$ cat src/rtl/mips_pkg.sv
// -----------------------------------------------------------------------------
// mips_pkg
// Shared definitions for the MEM stage:
//   - mem_size_e   : MemSize encodings (byte / half / word / reserved)
//   - mau_state_e  : state encoding of the memory access unit FSM
//   - is_misaligned: alignment check for a given access size and address offset
// -----------------------------------------------------------------------------
package mips_pkg;

  typedef enum logic [1:0] {
    SZ_BYTE = 2'b00,
    SZ_HALF = 2'b01,
    SZ_WORD = 2'b10,
    SZ_RSVD = 2'b11   // behaves as a word access
  } mem_size_e;

  typedef enum logic [1:0] {
    ST_IDLE = 2'b00,
    ST_WAIT = 2'b01,
    ST_DONE = 2'b10
  } mau_state_e;

  // A halfword needs addr[0]==0; a word (and the reserved size) needs addr[1:0]==0.
  function automatic logic is_misaligned(input logic [1:0] size, input logic [1:0] off);
    logic bad_s;
    case (size)
      SZ_BYTE: bad_s = 1'b0;
      SZ_HALF: bad_s = off[0];
      default: bad_s = (off != 2'b00);
    endcase
    return bad_s;
  endfunction

endpackage

$ cat src/rtl/mem_lane_align.sv
// -----------------------------------------------------------------------------
// mem_lane_align
// Combinational little-endian lane steering for the MEM stage.
// The byte-lane layout is that of a 32-bit data bus.
// Store side:
//   st_size, st_off, st_data -> be (byte enables), wdata (lane-replicated data)
// Load side:
//   ld_size, ld_off, ld_unsigned, ld_rdata -> ld_data (extracted, sign/zero-extended)
// -----------------------------------------------------------------------------
module mem_lane_align
  import mips_pkg::*;
#(
  parameter int N = 32
) (
  input  logic [1:0]   st_size,
  input  logic [1:0]   st_off,
  input  logic [N-1:0] st_data,
  output logic [3:0]   be,
  output logic [N-1:0] wdata,
  input  logic [1:0]   ld_size,
  input  logic [1:0]   ld_off,
  input  logic         ld_unsigned,
  input  logic [N-1:0] ld_rdata,
  output logic [N-1:0] ld_data
);

  logic [7:0]  byte_s;
  logic [15:0] half_s;

  // Byte enables and store-data replication; the memory picks lanes via be.
  always_comb begin
    be    = 4'b0000;
    wdata = st_data;
    case (st_size)
      SZ_BYTE: begin
        be    = 4'b0001 << st_off;
        wdata = N'({4{st_data[7:0]}});
      end
      SZ_HALF: begin
        be    = st_off[1] ? 4'b1100 : 4'b0011;
        wdata = N'({2{st_data[15:0]}});
      end
      default: begin
        be    = 4'b1111;
        wdata = st_data;
      end
    endcase
  end

  // Load lane extraction followed by sign or zero extension.
  always_comb begin
    byte_s  = ld_rdata[7:0];
    half_s  = ld_rdata[15:0];
    ld_data = ld_rdata;
    case (ld_off)
      2'b00:   byte_s = ld_rdata[7:0];
      2'b01:   byte_s = ld_rdata[15:8];
      2'b10:   byte_s = ld_rdata[23:16];
      default: byte_s = ld_rdata[31:24];
    endcase
    half_s = ld_off[1] ? ld_rdata[31:16] : ld_rdata[15:0];
    case (ld_size)
      SZ_BYTE: ld_data = {{(N-8){~ld_unsigned & byte_s[7]}}, byte_s};
      SZ_HALF: ld_data = {{(N-16){~ld_unsigned & half_s[15]}}, half_s};
      default: ld_data = ld_rdata;
    endcase
  end

endmodule

$ cat src/rtl/mem_access_unit.sv
// -----------------------------------------------------------------------------
// mem_access_unit
// MEM-stage engine between EX/MEM and MEM/WB. Issues loads/stores to a data
// memory over a req/ack handshake with variable latency, stalls upstream while
// the access is in flight and presents WB-ready values for MEM/WB.
// State updates happen on the falling clock edge like the pipeline registers.
// Ports:
//   clk, reset (async, active-low)
//   EX/MEM side : ALU_result, Write_data, WriteRegister, PC_4, MemRead,
//                 MemWrite, MemSize, MemUnsigned, MemtoReg, RegWrite
//   memory side : mem_req, mem_we, mem_addr, mem_wdata, mem_be (registered),
//                 mem_rdata, mem_ack
//   pipeline    : stall, addr_error, bus_error
//   MEM/WB side : ALU_result_out, Read_data_out, WriteRegister_out, PC_4_out,
//                 MemtoReg_out, RegWrite_out
// -----------------------------------------------------------------------------
module mem_access_unit
  import mips_pkg::*;
#(
  parameter int N       = 32,
  parameter int TIMEOUT = 16
) (
  input  logic         clk,
  input  logic         reset,
  input  logic [N-1:0] ALU_result,
  input  logic [N-1:0] Write_data,
  input  logic [4:0]   WriteRegister,
  input  logic [N-1:0] PC_4,
  input  logic         MemRead,
  input  logic         MemWrite,
  input  logic [1:0]   MemSize,
  input  logic         MemUnsigned,
  input  logic         MemtoReg,
  input  logic         RegWrite,
  output logic         mem_req,
  output logic         mem_we,
  output logic [N-1:0] mem_addr,
  output logic [N-1:0] mem_wdata,
  output logic [3:0]   mem_be,
  input  logic [N-1:0] mem_rdata,
  input  logic         mem_ack,
  output logic         stall,
  output logic         addr_error,
  output logic         bus_error,
  output logic [N-1:0] ALU_result_out,
  output logic [N-1:0] Read_data_out,
  output logic [4:0]   WriteRegister_out,
  output logic [N-1:0] PC_4_out,
  output logic         MemtoReg_out,
  output logic         RegWrite_out
);

  localparam int            CW       = $clog2(TIMEOUT);
  localparam logic [CW-1:0] CNT_LAST = CW'(TIMEOUT - 1);

  mau_state_e   state_r, state_nx_s;
  logic [CW-1:0] cnt_r;
  logic         mem_req_r, mem_we_r;
  logic [N-1:0] mem_addr_r, mem_wdata_r;
  logic [3:0]   mem_be_r;
  logic [1:0]   size_r, off_r;
  logic         uns_r;
  logic [N-1:0] rdata_r;
  logic         err_r;

  logic         access_s, misaligned_s, start_s, ack_s, timeout_s;
  logic         stall_s, addr_err_s, bus_err_s, kill_s;
  logic [3:0]   be_s;
  logic [N-1:0] wdata_s, ld_data_s;

  assign access_s     = MemRead | MemWrite;
  assign misaligned_s = access_s & is_misaligned(MemSize, ALU_result[1:0]);
  assign start_s      = (state_r == ST_IDLE) & access_s & ~misaligned_s;
  assign ack_s        = (state_r == ST_WAIT) & mem_ack;
  // An ack on the last wait cycle still completes the access normally.
  assign timeout_s    = (state_r == ST_WAIT) & ~mem_ack & (cnt_r == CNT_LAST);

  // Store lanes come from the live EX/MEM inputs; load lanes from the latched access.
  mem_lane_align #(.N(N)) u_align (
    .st_size     (MemSize),
    .st_off      (ALU_result[1:0]),
    .st_data     (Write_data),
    .be          (be_s),
    .wdata       (wdata_s),
    .ld_size     (size_r),
    .ld_off      (off_r),
    .ld_unsigned (uns_r),
    .ld_rdata    (mem_rdata),
    .ld_data     (ld_data_s)
  );

  // FSM state register.
  always_ff @(negedge clk or negedge reset) begin
    if (!reset) begin
      state_r <= ST_IDLE;
    end else begin
      state_r <= state_nx_s;
    end
  end

  // Next-state decode and per-state control strobes.
  always_comb begin
    state_nx_s = state_r;
    stall_s    = 1'b0;
    addr_err_s = 1'b0;
    bus_err_s  = 1'b0;
    kill_s     = 1'b0;
    case (state_r)
      ST_IDLE: begin
        if (access_s) begin
          if (misaligned_s) begin
            addr_err_s = 1'b1;
            kill_s     = 1'b1;
            state_nx_s = ST_IDLE;
          end else begin
            stall_s    = 1'b1;
            state_nx_s = ST_WAIT;
          end
        end else begin
          state_nx_s = ST_IDLE;
        end
      end
      ST_WAIT: begin
        stall_s = 1'b1;
        if (mem_ack) begin
          state_nx_s = ST_DONE;
        end else if (cnt_r == CNT_LAST) begin
          bus_err_s  = 1'b1;
          state_nx_s = ST_DONE;
        end else begin
          state_nx_s = ST_WAIT;
        end
      end
      ST_DONE: begin
        // A timed-out instruction must not write back.
        kill_s     = err_r;
        state_nx_s = ST_IDLE;
      end
      default: begin
        state_nx_s = ST_IDLE;
      end
    endcase
  end

  // Memory request, wait counter and load-capture registers.
  always_ff @(negedge clk or negedge reset) begin
    if (!reset) begin
      cnt_r       <= '0;
      mem_req_r   <= 1'b0;
      mem_we_r    <= 1'b0;
      mem_addr_r  <= '0;
      mem_wdata_r <= '0;
      mem_be_r    <= 4'b0000;
      size_r      <= 2'b00;
      off_r       <= 2'b00;
      uns_r       <= 1'b0;
      rdata_r     <= '0;
      err_r       <= 1'b0;
    end else if (start_s) begin
      cnt_r       <= '0;
      mem_req_r   <= 1'b1;
      mem_we_r    <= MemWrite;
      mem_addr_r  <= {ALU_result[N-1:2], 2'b00};
      mem_wdata_r <= wdata_s;
      mem_be_r    <= be_s;
      size_r      <= MemSize;
      off_r       <= ALU_result[1:0];
      uns_r       <= MemUnsigned;
      rdata_r     <= '0;
      err_r       <= 1'b0;
    end else if (ack_s) begin
      mem_req_r <= 1'b0;
      rdata_r   <= mem_we_r ? '0 : ld_data_s;
    end else if (timeout_s) begin
      mem_req_r <= 1'b0;
      rdata_r   <= '0;
      err_r     <= 1'b1;
    end else if (state_r == ST_WAIT) begin
      cnt_r <= cnt_r + CW'(1);
    end else begin
      cnt_r <= cnt_r;
    end
  end

  assign mem_req   = mem_req_r;
  assign mem_we    = mem_we_r;
  assign mem_addr  = mem_addr_r;
  assign mem_wdata = mem_wdata_r;
  assign mem_be    = mem_be_r;

  // Pipeline-facing outputs; forced to zero while reset is held low.
  always_comb begin
    stall             = 1'b0;
    addr_error        = 1'b0;
    bus_error         = 1'b0;
    ALU_result_out    = '0;
    Read_data_out     = '0;
    WriteRegister_out = 5'd0;
    PC_4_out          = '0;
    MemtoReg_out      = 1'b0;
    RegWrite_out      = 1'b0;
    if (reset) begin
      stall             = stall_s;
      addr_error        = addr_err_s;
      bus_error         = bus_err_s;
      ALU_result_out    = ALU_result;
      Read_data_out     = (state_r == ST_DONE) ? rdata_r : '0;
      WriteRegister_out = WriteRegister;
      PC_4_out          = PC_4;
      // Stalled cycles present a bubble to MEM/WB.
      MemtoReg_out      = MemtoReg & ~stall_s;
      RegWrite_out      = RegWrite & ~stall_s & ~kill_s;
    end else begin
      stall = 1'b0;
    end
  end

endmodule
$ cat config.mk
export PLATFORM = sky130hd
export DESIGN_NAME = mem_access_unit
export DESIGN_NICKNAME = d
export VERILOG_FILES = /design/src/rtl/mips_pkg.sv /design/src/rtl/mem_lane_align.sv /design/src/rtl/mem_access_unit.sv
export SDC_FILE = /design/constraint.sdc
export NUM_CORES = 1
export LEC_CHECK = 0
export ABC_AREA = 0
export CORE_AREA = 2 2 125 127
export DETAILED_ROUTE_END_ITERATION = 8
export DIE_AREA = 0 0 127 129
export GPL_ROUTABILITY_DRIVEN = 1
export PLACE_DENSITY_LB_ADDON = 0.05
export SKIP_CTS_REPAIR_TIMING = 1
export SLEW_MARGIN = 30
export SYNTH_ARGS = -nofsm -noshare
export SYNTH_HDL_FRONTEND = slang
export SYNTH_SLANG_ARGS = --single-unit
$ cat constraint.sdc
create_clock -name clk -period 4.2 [get_ports clk]
set_input_delay 0.42 -clock clk [delete_from_list [all_inputs] [get_ports clk]]
set_output_delay 0.42 -clock clk [all_outputs]
set_load 0.005 [all_outputs]
==> summary.txt, run 1 <==
Status
  – Outcome: finished, violations left
  – Violated checks: negative setup slack

Pwr
  – Total power: between 4 and 5 mW
  – PD cells: approximately 460 nW/um^2
  – Flop pwr share: 39.1%
  – Sw Ratio: between 30% and 40%
  – Clock power frac: roughly a fifth
  – P_int: between 3 and 4 mW
  – Leakage: between 4 and 5 nW
  – NetSw: approximately 1.5 mW
  – VDD IR-drop max: ~0.00036 V
  – Combinational power share: a little over two fifths

Synthesis
  – Number of enable flip-flop cells after synthesis: 0
  – Mapped Cells: ~560
  – Yosys cell types: 46
  – Mapped cell area: 5960 um^2
  – Synth area leaders: dfrtn_1 (47%), and2_1 (11%), mux2_2 (8.7%), mux2i_1 (4.2%), a221o_1 (4.0%)
  – Asr flop ratio synth: 100%
  – Seq/Total Area, Yosys: roughly 47%
  – Most common flop cell mapped by yosys: dfrtn_1
  – FF+latch count, synth: 112
  – Post-synth top area share: between 40% and 50%
  – Yosys warnings: 0
  – Most common cell in the netlist: dfrtn_1
  – Yosys top cell by area: dfrtn_1
  – Commonest cells in the netlist: dfrtn_1 (112), and2_1 (101), mux2_2 (46), nor2_1 (37), clkbuf_1 (31)
  – Synthesized area per cell: approximately 11 um^2

Die
  – # IOs: around 320
  – Die Span X: approximately 130 um
  – DIE AREA: approximately 16,000 um^2
  – Die Ht: about 130 um
  – FP Rows: 45
  – Core ar.: around 15,000 um^2
  – Initial core utilization: 39.8%

GRT
  – Largest net degree at the start of global routing: 80
  – All-Layer GR Usage: between 20 and 25%
  – Total global routing overflow: 0
  – Vias in the first global route: about 5,800
  – First-pass GRT wire length: a little over 30 mm
  – Initial antenna violation count: 1

Worst setup path
  – R2r worst-path depth: 5
  – Worst path max stage delay: approximately 340 ps
  – Worst-path fanout max: 4
  – Critical Path Slowest Stage Cell: dfrtn_1
  – Element type at the critical path start: flip-flop
  – Crit. End Element: output pin
  – Cells along the critical path: or2_2, a2111oi_4, buf_4, buf_4, nor2b_1, nor2_1, clkbuf_2
  – Worst path arrival time: a little under 4000 ps
  – Top cell by count, worst path: buf_4
  – Critical setup path kind: flip-flop to output pin
  – Crit path required time: ~3800 ps

STA
  – Hold Violations, Final: 0
  – Setup tns final: -2740 ps
  – Final count of pins violating max slew: 0
  – Worst Tran Pin Value: 725 ps
  – Setup slack after layout: -160 ps
  – Worst slew margin: 51.7%
  – Setup Skew: 6.78 ps
  – RSZ-0062 raised after global routing: yes
  – Endpoints failing setup: 53
  – Hold slack final: ~430 ps

Layout
  – Ratio of cells with drive above 1 in the final layout: 20.2%
  – Area Growth Syn to Fin: 69.3%
  – ANT cells: 0
  – Non-filler cells, final: between 1,000 and 1,500
  – Layout fillers: around 1,200
  – Layout Utilization: 67.4%
  – # nets final: 1,036

Clock network
  – # clock sinks: about 110
  – Clk Latency, worst-skew pair: 350 ps
  – H-tree depth: 3
  – TritonCTS clock tree: built
  – Root Buffer: clkbuf_16
  – Clk slew on worst S/H paths: 50 ps
  – TritonCTS buffer count: 9
  – Clk buf depth: 2

Routing
  – Wire per inst: around 19 um
  – Via count: ~5,700
  – DRC: 0
  – Post-route ant nets: 0
  – Pre-Repair DR Iteration Count: 5
  – Vias per std cell: around 5.2
  – DRT iter0 DRCs: 352
  – Total Wirelength: a little over 20 mm

Worst hold path
  – Worst min-delay path class: flip-flop to flip-flop
  – WHS Path Cells: 1

Place
  – Port bufs: 316
  – Final Wtd Congestion: 0.872
  – HPWL Detailed: around 15 mm
  – Placed Cells: around 1,100

Run
  – MaxCap Viol Count: 0
==> metrics by stage <==
stage	instance area, um^2	worst slack, ps
6_report	10100	-160
5_1_grt	10100	-244
4_1_cts	9830	-712
3_5_place_dp	9530	-406
3_3_place_gp	9530	-380
2_1_floorplan	5960	11.2
==> flip-flops by register name (all words and copies together), names as in the netlist <==
signal     flops
mem_wdata     32
mem_addr      30
cnt_r          4
off_r          2
uns_r          1
mem_req        1
err_r          1
size_r         2
mem_we         1
mem_be         4
rdata_r       32
state_r        2
==> path summary, 6_finish.rpt <==
check / start / endpoint / slack (ps)
min reg2reg: mem_addr[24] / mem_addr[24] / 430
min in group asynchronous: reset / rdata_r[22] / 1970
max: state_r[0] / stall / -160
min: mem_addr[24] / mem_addr[24] / 430
max reg2reg: off_r[1] / rdata_r[13] / 2020
max in group asynchronous: reset / mem_be[0] / 1410
==> critical path, delay by kind of cell (launching register included) <==
kind                   cells  cell delay [ps]
AND/OR/NAND/NOR            3              460
buffers and inverters      3              430
flip-flops                 1              340
AO/OA/AOI/OAI              1              260
==> power by group through the flow <==
stage	combinational [mW]	sequential, mW	clock [mW]
4_1_cts	1.90	1.84	0.911
5_1_grt	2.11	1.89	0.961
3_5_place_dp	1.89	1.85	0
6_report	1.96	1.83	0.887
3_3_place_gp	1.85	1.83	0
2_1_floorplan	0.866	1.75	0
==> metal layers <==
layer  GRT usage [%]  up-vias  share of wire, %
li1                -     2647                 -
met1            27.8     2750                38
met2            43.9      247                52
met3            6.15       36               7.5
met4            8.08        0               2.4
met5               0        -                 0
==> cell families (layout without fill, tap and decap cells) <==
| family | Yosys count | after routing | synth area share [%] |
|---|---|---|---|
| adders and majority gates | 1 | 1 | 0.210 |
| xor gates and xnor gates | 4 | 4 | 0.588 |
| other | 1 | 2 | 0.0629 |
| AOI/OAI and AO/OA | 108 | 108 | 13.5 |
| and+or+nand+nor | 186 | 186 | 17.5 |
| buffers and inverters | 62 | 401 | 4.41 |
| muxes | 83 | 83 | 16.7 |
| DFF | 112 | 112 | 47.0 |
==> cell type report <==
| cell class | instances | area [um^2] | area share, % |
|---|---|---|---|
| Multi-Input combinational cell | 384 | 2980 | 29.5 |
| Timing Repair Buffer | 370 | 3710 | 36.8 |
| Clock buffer | 10 | 229 | 2.27 |
| Sequential cell | 112 | 2800 | 27.8 |
| Tap cell | 188 | 235 | 2.33 |
| Clock inverter | 6 | 77.6 | 0.769 |
| Inverter | 15 | 56.3 | 0.558 |
==> cells in the final DEF (no fill, tap or decap), types with 2 or more instances in the layout <==
| cell | synthesis | final |
|---|---|---|
| inv_1 | 14 | 14 |
| a221o_1 | 24 | 24 |
| xor2_1 | 4 | 4 |
| o22ai_1 | 16 | 16 |
| and2_1 | 101 | 84 |
| clkdlybuf4s50_1 | 0 | 277 |
| mux4_2 | 8 | 8 |
| o21ai_0 | 17 | 17 |
| buf_6 | 0 | 25 |
| mux2i_1 | 25 | 25 |
| buf_2 | 12 | 7 |
| nor2_2 | 0 | 2 |
| nor2_1 | 37 | 35 |
| a2bb2oi_1 | 7 | 7 |
| clkbuf_16 | 0 | 12 |
| a22o_1 | 7 | 7 |
| clkbuf_2 | 0 | 6 |
| nor3b_1 | 4 | 3 |
| nand2_1 | 15 | 15 |
| buf_12 | 0 | 5 |
| o2bb2ai_1 | 9 | 9 |
| dlymetal6s2s_1 | 0 | 11 |
| and2_4 | 0 | 17 |
| buf_4 | 4 | 35 |
| nand3_1 | 6 | 6 |
| nor3_1 | 5 | 3 |
| inv_6 | 0 | 2 |
| nand2b_1 | 3 | 2 |
| mux2_2 | 46 | 46 |
| or2_2 | 3 | 3 |
| mux2_1 | 4 | 4 |
| conb_1 | 1 | 2 |
| dfrtn_1 | 112 | 112 |
| a21oi_1 | 21 | 21 |
| nor3_2 | 0 | 2 |
Note: power is estimated with default switching activity, not from simulation.
==> inputs of run 2 (changes only) <==
Settings changed: CORE_AREA 2 2 125 127 to 2 2 123 125, CTS_BUF_LIST from default to sky130_fd_sc_hd__clkbuf_8, DIE_AREA 0 0 127 129 to 0 0 125 127.
==> run 2 against run 1 <==
Compared with the run above: the run still ends with negative setup slack left; first-iteration DRC count is 51% higher; register-to-register slack worse by 150 ps; die area is 3.1% lower; clock power is 26% lower; cell area is 1.0% higher; via count is 3.8% higher; critical path type unchanged; global-route usage is 0.78 points higher; clock skew is 6.3 ps higher; core utilization is 3.3 points higher; highest routed layer unchanged; worst setup slack better by 33 ps.
==> summary.txt, run 2 (same netlist as run 1, synthesis figures left out) <==
Die
  – # IOs: 319
  – Initial core utilization: between 40% and 50%
  – DIE AREA: around 16,000 um^2
  – Die Span X: between 100 and 150 um
  – Die Ht: about 130 um
  – FP Rows: between 40 and 50
  – Core ar.: 14,400 um^2

Place
  – Post-place setup slack: -491 ps
  – Placed Cells: 1,051
  – DP Area: roughly 9500 um^2
  – Final Wtd Congestion: a little under 0.9
  – HPWL Detailed: ~15 mm
  – Port bufs: approximately 320

Pwr
  – P_int: just over 3 mW
  – VDD IR-drop max: roughly 0.00034 V
  – NetSw: between 1 and 1.5 mW
  – PD cells: approximately 450 nW/um^2
  – Combinational power share: roughly 45%
  – Sw Ratio: 33.0%
  – Flop pwr share: between 40 and 50%
  – Clock power frac: roughly 14%
  – Leakage: ~4.4 nW

Worst hold path
  – Worst min-delay path class: flip-flop to flip-flop

Clock network
  – Clk buf depth: 2
  – TritonCTS clock tree: built
  – # clock sinks: ~110
  – TritonCTS buffer count: 9
  – Clk slew on worst S/H paths: around 80 ps
  – Root Buffer: clkbuf_8
  – Clk Latency, worst-skew pair: 370 ps
  – H-tree depth: 3

Routing
  – Vias per std cell: roughly 5.4
  – Wire per inst: between 15 and 20 um
  – Post-route ant nets: 0
  – DRT iter0 DRCs: between 500 and 600
  – Pre-Repair DR Iteration Count: 5
  – DRC: 0
  – Total Wirelength: ~22 mm
  – Via count: 5,898

GRT
  – All-Layer GR Usage: between 20% and 30%
  – Total global routing overflow: 0
  – Initial antenna violation count: 0
  – Vias in the first global route: around 5,800
  – First-pass GRT wire length: roughly 32 mm
  – Largest net degree at the start of global routing: 77

STA
  – Hold Violations, Final: 0
  – Final count of pins violating max slew: 0
  – RSZ-0062 raised after global routing: yes
  – Setup tns final: -1860 ps
  – Endpoints failing setup: 27
  – Worst slew margin: roughly 52%
  – Setup slack after layout: -127 ps
  – Worst Tran Pin Value: between 700 and 800 ps
  – Setup Skew: between 10 and 15 ps

Worst setup path
  – Crit. End Element: output pin
  – Worst path arrival time: about 3900 ps
  – Crit path required time: ~3800 ps
  – Element type at the critical path start: flip-flop
  – Worst-path fanout max: 6
  – Critical setup path kind: flip-flop to output pin

Status
  – Outcome: finished, violations left
  – Violated checks: negative setup slack

Layout
  – Non-filler cells, final: 1,095
  – ANT cells: 0
  – Commonest non-fill, non-tap cells in the layout: clkdlybuf4s50_1 (274), dfrtn_1 (112), and2_1 (72), mux2_2 (46), buf_4 (39)
  – Post-route cell area: about 10,000 um^2
  – # nets final: 1,050
  – Area Growth Syn to Fin: 71.0%
  – Most common cell after layout, fill and taps aside: clkdlybuf4s50_1
  – Layout Utilization: 70.6%
  – Ratio of cells with drive above 1 in the final layout: 23.8%

Run
  – MaxCap Viol Count: 0
==> run 2: cell count changes in the layout (fill, tap and decap cells not counted), sizes merged, moves of 2 or more <==
cell / change
buf: +13
inv: +2
clkdlybuf4s50: -3
dlymetal6s2s: -6
clkbuf: +9
==> run 2: metal layers <==
layer  wire length [um]  part of all wire (%)  global-route usage [%]
met5                  0                     0                       0
met3               1530                   7.1                    7.08
met1               8380                    39                    30.4
met4                521                   2.4                    6.86
met2              11200                    52                    43.5
==> run 2: per-stage QoR <==
stage | hold WS [ps] | power (mW)
detailed placement | 431 | 3.74
floorplan | 408 | 2.62
finish | 436 | 4.54
global placement | 424 | 3.69
CTS | 436 | 4.42
global route | 461 | 4.79
==> run 2: cell type report <==
class,instances,area [um^2]
Inverter,15,56.3
Clock inverter,7,71.3
Sequential cell,112,2800
Timing Repair Buffer,384,3900
Fill cell,1075,4240
Tap cell,184,230
Clock buffer,9,124
Multi-Input combinational cell,384,3000
==> run 2: critical path, cell delays in order, from the launching register on <==
cell and delay [ps]:
dfrtn_1 430, buf_6 120, nor3b_4 180, buf_6 140, buf_6 110, clkbuf_16 140
buf_8 100, and2_4 130, buf_6 80
==> run 2: power by group through the flow <==
stage               Clock (mW)  Sequential (mW)  Combinational [mW]
floorplan                    0             1.75               0.866
global placement             0             1.84                1.85
detailed placement           0             1.86                1.88
CTS                      0.676             1.85                1.89
global route             0.712             1.91                2.17
finish                   0.658             1.85                2.03
==> run 2: path summary, 6_finish.rpt <==
| path | from | end | slack [ps] | depth (start not counted) |
|---|---|---|---|---|
| max in group asynchronous | reset | mem_addr[10] | 1550 | 2 |
| hold / removal | mem_addr[22] | mem_addr[22] | 440 | 1 |
| setup reg to reg | off_r[1] | rdata_r[20] | 1870 | 5 |
| min in group asynchronous | reset | rdata_r[10] | 1950 | 1 |
| hold reg to reg | mem_addr[22] | mem_addr[22] | 440 | 1 |
| setup / recovery | state_r[1] | Read_data_out[3] | -130 | 8 |
